### src/rtl/shift_sequencer_pkg.sv
// -----------------------------------------------------------------------------
// shift_sequencer_pkg
//
// Purpose:
//   Shared definitions for the multi-bit shift/rotate sequencer. It holds:
//     - the default operand and shift-amount widths;
//     - the operation-mode encoding, which matches the decoder's 2-bit field;
//     - the sequencer state encoding;
//     - a helper that converts a requested amount into the number of
//       single-bit right steps the datapath must take.
//
// Ports: none (package).
// -----------------------------------------------------------------------------
package shift_sequencer_pkg;

  localparam int unsigned WIDTH_DEFAULT = 16;
  localparam int unsigned AMT_W_DEFAULT = 4;

  typedef enum logic [1:0] {
    MODE_ROR = 2'b00,
    MODE_LSR = 2'b01,
    MODE_ASR = 2'b10,
    MODE_ROL = 2'b11
  } mode_e;

  typedef enum logic [1:0] {
    S_IDLE = 2'b00,
    S_RUN  = 2'b01,
    S_DONE = 2'b10
  } state_e;

  // Number of right steps needed for a request.
  // The datapath can only move bits to the right, so a rotate left by k is
  // performed as a rotate right by (width - k). A rotate left by 0 must stay
  // at 0 steps; it must not become a full-width rotate.
  function automatic int unsigned ror_steps(input mode_e       m,
                                            input int unsigned amt,
                                            input int unsigned width);
    if (amt == 0) begin
      return 0;
    end
    if (m == MODE_ROL) begin
      return width - amt;
    end
    return amt;
  endfunction

endpackage

### src/rtl/shift_sequencer_rot1_step.sv
// -----------------------------------------------------------------------------
// rot1_step
//
// Purpose:
//   Purely combinational single-step unit. It moves the working word one bit
//   to the right. The bit that enters at the MSB depends on the mode:
//     - ROR / ROL : the bit leaving at the LSB (rotate);
//     - LSR       : zero;
//     - ASR       : a copy of the current MSB (sign extension).
//   The bit leaving at the LSB is reported as o_out_bit.
//
// Ports:
//   i_work     in   WIDTH  current working word
//   i_mode     in   2      operation mode (mode_e)
//   o_work     out  WIDTH  word after one right step
//   o_out_bit  out  1      bit shifted out of position 0
// -----------------------------------------------------------------------------
module rot1_step
  import shift_sequencer_pkg::*;
#(
  parameter int unsigned WIDTH = WIDTH_DEFAULT
) (
  input  logic [WIDTH-1:0] i_work,
  input  mode_e            i_mode,
  output logic [WIDTH-1:0] o_work,
  output logic             o_out_bit
);

  logic w_fill;

  always_comb begin
    w_fill = 1'b0;
    case (i_mode)
      MODE_ROR, MODE_ROL: w_fill = i_work[0];
      MODE_LSR:           w_fill = 1'b0;
      MODE_ASR:           w_fill = i_work[WIDTH-1];
      default:            w_fill = 1'b0;
    endcase
  end

  assign o_work    = {w_fill, i_work[WIDTH-1:1]};
  assign o_out_bit = i_work[0];

endmodule

### src/rtl/shift_sequencer.sv
// -----------------------------------------------------------------------------
// shift_sequencer
//
// Purpose:
//   Multi-bit shift/rotate controller for the ALU shift path. A request is
//   applied by stepping a single-bit right shifter (rot1_step) once per clock.
//   The number of clocks equals the step count. Result, carry and zero are
//   registered on the edge that enters DONE. They are held until the next
//   done pulse.
//
// Ports:
//   clk     in   1      system clock, rising edge
//   rst     in   1      asynchronous active-high reset
//   start   in   1      request, sampled only while ready=1
//   op_in   in   WIDTH  operand, captured at the accepting edge
//   amt     in   AMT_W  shift amount, captured with op_in
//   mode    in   2      00 ROR, 01 LSR, 10 ASR, 11 ROL
//   ready   out  1      high in IDLE only
//   done    out  1      one-cycle pulse when result/carry/zero are new
//   result  out  WIDTH  final value
//   carry   out  1      last bit shifted or rotated out
//   zero    out  1      result == 0
//
// Timing: with start accepted at edge E0 and n steps, done is high in the
// cycle after edge E(n). That is n+1 cycles after the start cycle.
// -----------------------------------------------------------------------------
module shift_sequencer
  import shift_sequencer_pkg::*;
#(
  parameter int unsigned WIDTH = WIDTH_DEFAULT,
  parameter int unsigned AMT_W = AMT_W_DEFAULT
) (
  input  logic             clk,
  input  logic             rst,
  input  logic             start,
  input  logic [WIDTH-1:0] op_in,
  input  logic [AMT_W-1:0] amt,
  input  logic [1:0]       mode,
  output logic             ready,
  output logic             done,
  output logic [WIDTH-1:0] result,
  output logic             carry,
  output logic             zero
);

  state_e           r_state;
  logic [WIDTH-1:0] r_work;
  logic [AMT_W-1:0] r_cnt;
  mode_e            r_mode;
  logic [WIDTH-1:0] r_result;
  logic             r_carry;
  logic             r_zero;
  logic             r_done;
  logic             r_ready;

  mode_e            w_mode_in;
  logic [AMT_W-1:0] w_steps;
  logic [WIDTH-1:0] w_step_work;
  logic             w_step_out;
  logic             w_last_step;

  assign w_mode_in   = mode_e'(mode);
  assign w_steps     = AMT_W'(ror_steps(w_mode_in, 32'(amt), WIDTH));
  assign w_last_step = (r_cnt == AMT_W'(1));

  rot1_step #(
    .WIDTH (WIDTH)
  ) u_step (
    .i_work    (r_work),
    .i_mode    (r_mode),
    .o_work    (w_step_work),
    .o_out_bit (w_step_out)
  );

  always_ff @(posedge clk or posedge rst) begin
    if (rst) begin
      r_state  <= S_IDLE;
      r_work   <= '0;
      r_cnt    <= '0;
      r_mode   <= MODE_ROR;
      r_result <= '0;
      r_carry  <= 1'b0;
      r_zero   <= 1'b1;
      r_done   <= 1'b0;
      r_ready  <= 1'b1;
    end else begin
      case (r_state)
        S_IDLE: begin
          r_done <= 1'b0;
          if (start) begin
            r_work  <= op_in;
            r_mode  <= w_mode_in;
            r_cnt   <= w_steps;
            r_ready <= 1'b0;
            if (w_steps == '0) begin
              // Nothing to shift: the operand passes through unchanged and
              // no bit has left the word, so carry is cleared.
              r_result <= op_in;
              r_carry  <= 1'b0;
              r_zero   <= (op_in == '0);
              r_done   <= 1'b1;
              r_state  <= S_DONE;
            end else begin
              r_state <= S_RUN;
            end
          end
        end

        S_RUN: begin
          r_work <= w_step_work;
          r_cnt  <= r_cnt - AMT_W'(1);
          if (w_last_step) begin
            r_result <= w_step_work;
            // A left rotate is carried out as right steps. The bit that
            // logically passed the MSB is the one that ends up in bit 0.
            r_carry  <= (r_mode == MODE_ROL) ? w_step_work[0] : w_step_out;
            r_zero   <= (w_step_work == '0);
            r_done   <= 1'b1;
            r_state  <= S_DONE;
          end
        end

        S_DONE: begin
          r_done  <= 1'b0;
          r_ready <= 1'b1;
          r_state <= S_IDLE;
        end

        default: begin
          r_done  <= 1'b0;
          r_ready <= 1'b1;
          r_state <= S_IDLE;
        end
      endcase
    end
  end

  assign ready  = r_ready;
  assign done   = r_done;
  assign result = r_result;
  assign carry  = r_carry;
  assign zero   = r_zero;

endmodule

### config.mk
export PLATFORM = sky130hd
export DESIGN_NAME = shift_sequencer
export DESIGN_NICKNAME = d
export VERILOG_FILES = /design/src/rtl/shift_sequencer_pkg.sv /design/src/rtl/shift_sequencer_rot1_step.sv /design/src/rtl/shift_sequencer.sv
export SDC_FILE = /design/constraint.sdc
export NUM_CORES = 1
export LEC_CHECK = 0
export CORE_MARGIN = 3
export CORE_UTILIZATION = 40
export DETAILED_ROUTE_END_ITERATION = 10
export HOLD_SLACK_MARGIN = 0.06
export PLACE_DENSITY = 0.67
export SYNTH_ARGS = -nofsm -noshare
export SYNTH_HDL_FRONTEND = slang
export SYNTH_SLANG_ARGS = --single-unit
### constraint.sdc
create_clock -name clk -period 1.8 [get_ports clk]
set_input_delay 0.45 -clock clk [delete_from_list [all_inputs] [get_ports clk]]
set_output_delay 0.45 -clock clk [all_outputs]
set_load 0.02 [all_outputs]
-- Word-level counts from Yosys, hierarchy flattened
Cells that the tools add are included.
- bits in registers: 44
- bits in latches: 0
- memory bits (writable): 0
- ROM bits: 0
- input port bits: 25
- memories: 0
- add/subtract/negate cells: 2
- multiply operators: 0
- divide/modulo/power cells: 0
- magnitude comparators: 0
- equality and inequality tests: 9
- shift-type cells: 0
- multiplexer cells: 34
- bitwise logic cells: 1
- reduce and logical (&&, ||, !) cells: 13
- operators with widths (kind ; number):
    two-way mux 16 bit ; 4
    one-hot mux 16 bit (2 select lines) ; 2
    logical NOT 16 bit ; 2
    two-way mux 4 bit ; 4
    two-way mux 1 bit ; 14
    logical NOT 4 bit ; 2
    one-hot mux 1 bit (2 select lines) ; 4
    one-hot mux 4 bit (2 select lines) ; 1
    AND reduction 2 bit ; 4
    == test 2 bit, second input constant ; 3
    two-way mux 2 bit ; 3
    inequality test 2 bit, second input constant ; 3
    == test 2 x 1 -> 1 bit, second input constant ; 2
    == test 4 x 1 -> 1 bit, second input constant ; 1
    logical NOT 2 bit ; 2
    one-hot mux 2 bit (2 select lines) ; 1
    AND reduction 4 bit ; 1
    subtractor 1 x 4 -> 4 bit, first input constant ; 1
    subtractor 4 x 1 -> 4 bit, second input constant ; 1
    one-hot mux 1 bit (3 select lines) ; 1
    nonzero test 2 bit ; 1
    OR reduction 2 bit ; 1
    NOT 1 bit ; 1

-- Logic depth before layout (Yosys ltp)
Gate-level depths: netlist of the first run.
- depth after elaboration: 9
- depth in mapped cells: 8

-- Cells and area by module
A second synthesis of the first run with hierarchy kept.
- cell total of the unflattened synthesis: 230
- area, all modules: 2402.3 µm²
- modules (own cells, without submodules) (module ; times used ; cells an instance ; area each (µm²) ; sequential area each (µm²)):
    shift_sequencer ; 1 ; 208 ; 2245.9 ; 1103.6
    rot1_step ; 1 ; 22 ; 156.4 ; 0.0

-- Least setup slack after synthesis of the first run
No wires, ideal clock.
- path type: input port to flip-flop
- from: in amt[0]
- to: reg r_result[0], in the netlist result[0]
- setup time: 0.125 ns
- arrival: 2.287 ns
- slack: -0.612 ns
- stages: 8
- buffers on the path: 1
- cells stage by stage: inv_1 > ha_1 > nor4_1 > a2111oi_1 > or3_4 > a32oi_4 > buf_12 > mux2_4
- word-level cells in the longest chain between the ends: 7
- ends and longest elaborated chain (element ; RTL line ; source):
    start: declaration ; shift_sequencer.sv:37 ; input logic [AMT_W-1:0] amt,
    subtractor 1 x 4 -> 4 bit ; shift_sequencer_pkg.sv:43 ; return width - amt;
    two-way mux 4 bit ; shift_sequencer_pkg.sv:42 ; if (m == MODE_ROL) begin
    two-way mux 4 bit ; shift_sequencer_pkg.sv:45 ; return amt;
    two-way mux 4 bit (*) ; shift_sequencer_pkg.sv:42 ;
    logical NOT 4 bit (*) ; shift_sequencer.sv:95 ; if (w_steps == '0) begin
    inequality test 2 bit (no line) (*) ; -- ;
    AND reduction 4 bit (no line) (*) ; -- ;
    end signal: assignment ; shift_sequencer.sv:98 ; r_result <= op_in;
    end signal: assignment ; shift_sequencer.sv:113 ; r_result <= w_step_work;
    end: declaration ; shift_sequencer.sv:50 ; logic [WIDTH-1:0] r_result;
Every way passes the cells marked *; elsewhere a longest branch is shown, timed or not.
A chain may end at the register's enable or synchronous reset.

-- Worst setup path in the final report of the first run
- from: in amt[1]
- to: reg r_result[6], in the netlist result[6]
Same word-level chain as after synthesis.

==> reports/qor.yml, run 1 <==
worst_setup_path:
  crit_type: "in -> reg"
  path_max_fanout: 7
  arrival_ns: 2.18
  critPathRequiredTime_ns: 1.98
  crit_path_start_kind: "input port"
  crit_path_end_kind: "register"
sta:
  worst_pin_slew_ns: 0.4388
  fin_ws_ns: -0.2018
  max_freq_ghz: 0.4995
  period_minus_slack_ns: 2.002
  setup_viol: 18
  fin_crit_sh_pct: 111.2
  slew_viol_final: 0
  tns_ns: -3.036
  hold_viol: 0
  slew_headroom_pct: 70.29
  rsz0062_at_grt: "yes"
  finClkSkew_ns: 0.009737
power:
  total_leakage_power_nw: 1.450
  power_density_nw_per_um2: 1664
  power_mw: 5.375
  ir_drop_v: 0.0009133
placement:
  gp_congestion: 0.8078
  placed_cell_area_um2: 2997
  port_buffers: 44
  dpl.hpwl_mm: 4.027
  dp_cells: 353
  place_ws_ns: -0.9884
finish:
  nFillCells: 465
  regArea_um2: 1104
  instances_no_fill: 367
  multi_input_area_um2: 1142
  drive_above_1_share_pct: 25.93
  layout_common_cells: "47 x nand2_1, 42 x dfrtp_1, 36 x clkdlybuf4s50_1, 28 x buf_4, 15 x mux2i_1"
  diodes: 0
  final_common_cell: "nand2_1"
  fin_area_um2: 3231
  fin_nets: 326
  area_growth_syn_to_layout_pct: 42.81
synth:
  ys_seq_area_share_pct: 48.78
  syn_area_per_cell_um2: 10.28
  yosys.area.top_type_share_pct: 46.46
  ys_ff_latch: 44
  synth_area_leaders: "dfrtp_1 46%, mux2_2 9.0%, nand2_1 7.8%, mux2i_1 6.6%, ha_1 2.8%"
  yosys.area.top_type: "dfrtp_1"
  synth_nets: 250
  synth_async_sr_flop_share_pct: 100.0
  synth_edf_count: 0
  yosys_most_used_dff: "dfrtp_1"
  synth_warnings: 0
  synth_cell_types: 39
  synth_cells: 220
  synth.cell_area_um2: 2262
routing:
  drcViolationCount: 0
  wl_per_cell_um: 15.43
  vias: 1871
  drt-pass1-iter-count: 4
  ant_nets: 0
  routed_via_density: 5.098
  wl_mm: 5.664
  drt-initial-drc-count: 76
global_routing:
  grt_pass1_wl_mm: 9.570
  antenna_found_initial: 0
  grt_pass1_vias: 1938
  grt-busiest-layer: "met2"
  track_usage_pct: 19.05
  met3_usage_pct: 3.326
  grtUsageMet1_pct: 25.96
  grt_start_max_net_pins: 45
  gr-usage-met2_pct: 31.12
  globalRouteOverflowTotal: 0
die:
  die_area_um2: 6593
  die_w_um: 81.20
  die_h_um: 81.20
  rows: 26
  core_um2: 5303
  initial_core_util_pct: 42.66
  pin_count: 45
outcome:
  status: "finished, violations left"
  violations: "negative setup slack"
cts:
  clk_pin_slew_worst_paths_ns: 0.09
  cts_buffers: 5
  cts_sinks: 44
  clock-root-buffer: "clkbuf_8"
  holdBufCountCts: 0
  cts_max_level: 2
  clockBufferDepth: 2
  cts_tree: "built"
  clock_latency_ns: 0.30
worst_hold_path:
  worst_hold_path_type: "in -> async"
run:
  drv_cap: 0
[critical path, cell delays in order]
cell	delay, ns
buf_8	0.10
inv_6	0.05
ha_4	0.12
and2b_2	0.16
o21bai_1	0.07
or4_4	0.44
a32oi_4	0.28
buf_6	0.20
mux2_4	0.31
[worst paths after layout]
check	slack [ns]	depth (start not counted)	endpoint	from
setup / recovery	-0.20	9	result[6]$_DFFE_PP0P_	amt[1]
hold / removal	0.47	3	result[0]$_DFFE_PP0P_	rst
setup reg to reg	-0.09	5	result[6]$_DFFE_PP0P_	r_state[1]$_DFFE_PP0P_
hold reg to reg	0.50	2	ready$_DFFE_PP1P_	ready$_DFFE_PP1P_
max in group asynchronous	1.04	3	zero$_DFFE_PP1P_	rst
min in group clk	0.50	2	ready$_DFFE_PP1P_	ready$_DFFE_PP1P_
[report_power, final]
part	switching, mW	internal, mW	total (mW)
registers	0.347	1.49	1.84
clock network	0.353	0.418	0.771
logic	1.35	1.42	2.77
[metal layers]
| layer | vias up | part of all wire [%] |
|---|---|---|
| li1 | 919 | - |
| met1 | 902 | 46 |
| met2 | 48 | 48 |
| met3 | 2 | 5.2 |
| met4 | 0 | 0.51 |
| met5 | - | 0 |
[flip-flops by register name, indices dropped and copies added (netlist names)]
register / count
r_mode: 2
done: 1
carry: 1
r_work: 16
r_cnt: 4
ready: 1
result: 16
r_state: 2
zero: 1
[cell families after synthesis]
kind of cell,after synthesis,synth area share (%)
and+or+nand+nor,83,17.15
DFF,44,48.78
muxes,35,16.92
AOI/OAI and AO/OA,29,9.459
buffers and inverters,23,4.535
adders and majority gates,5,2.765
xor gates and xnor gates,1,0.3872
[area by class of cell]
| cell class | count | area share, % |
|---|---|---|
| clock buffer | 5 | 2.130 |
| clock inverter | 3 | 1.433 |
| sequential | 44 | 34.16 |
| timing repair buffer | 77 | 22.23 |
| inverter | 15 | 1.975 |
| tap | 70 | 2.711 |
| multi-input combinational | 153 | 35.36 |
[cells in the mapped netlist, types with 2 or more instances]
library cell and number:
o21bai_1 3, mux2_2 18, nand2_1 47, o22ai_1 2
mux2i_1 15, mux2_4 2, a21oi_1 4, o21ai_0 9
nor4_1 9, nor3_1 4, clkbuf_1 7, inv_1 15
nor2_1 7, nand2b_1 2, o221ai_1 3, nand3_1 4
ha_1 5, dfrtp_1 42, dfstp_2 2
[per-stage QoR]
step	hold WS, ns	utilization, %
after floorplan	0.4696	-
after global placement	0.4742	56.51
after detailed placement	0.4751	56.51
after CTS	0.4861	60.90
after global routing	0.4812	60.93
final	0.4743	60.93
[repair_timing]
item,CTS,global route
setup endpoints to repair,23,19
pin swaps,6,2
cloned,1,0
resized for setup,36,7
setup buffers,5,2
Power figures use the tool's default switching activity.
==> inputs of run 2 (changes only) <==
GPL_ROUTABILITY_DRIVEN = 1   (was unset)
==> results of run 2 <==
No change in the layout: final DEF, timing and power equal those of run 1.
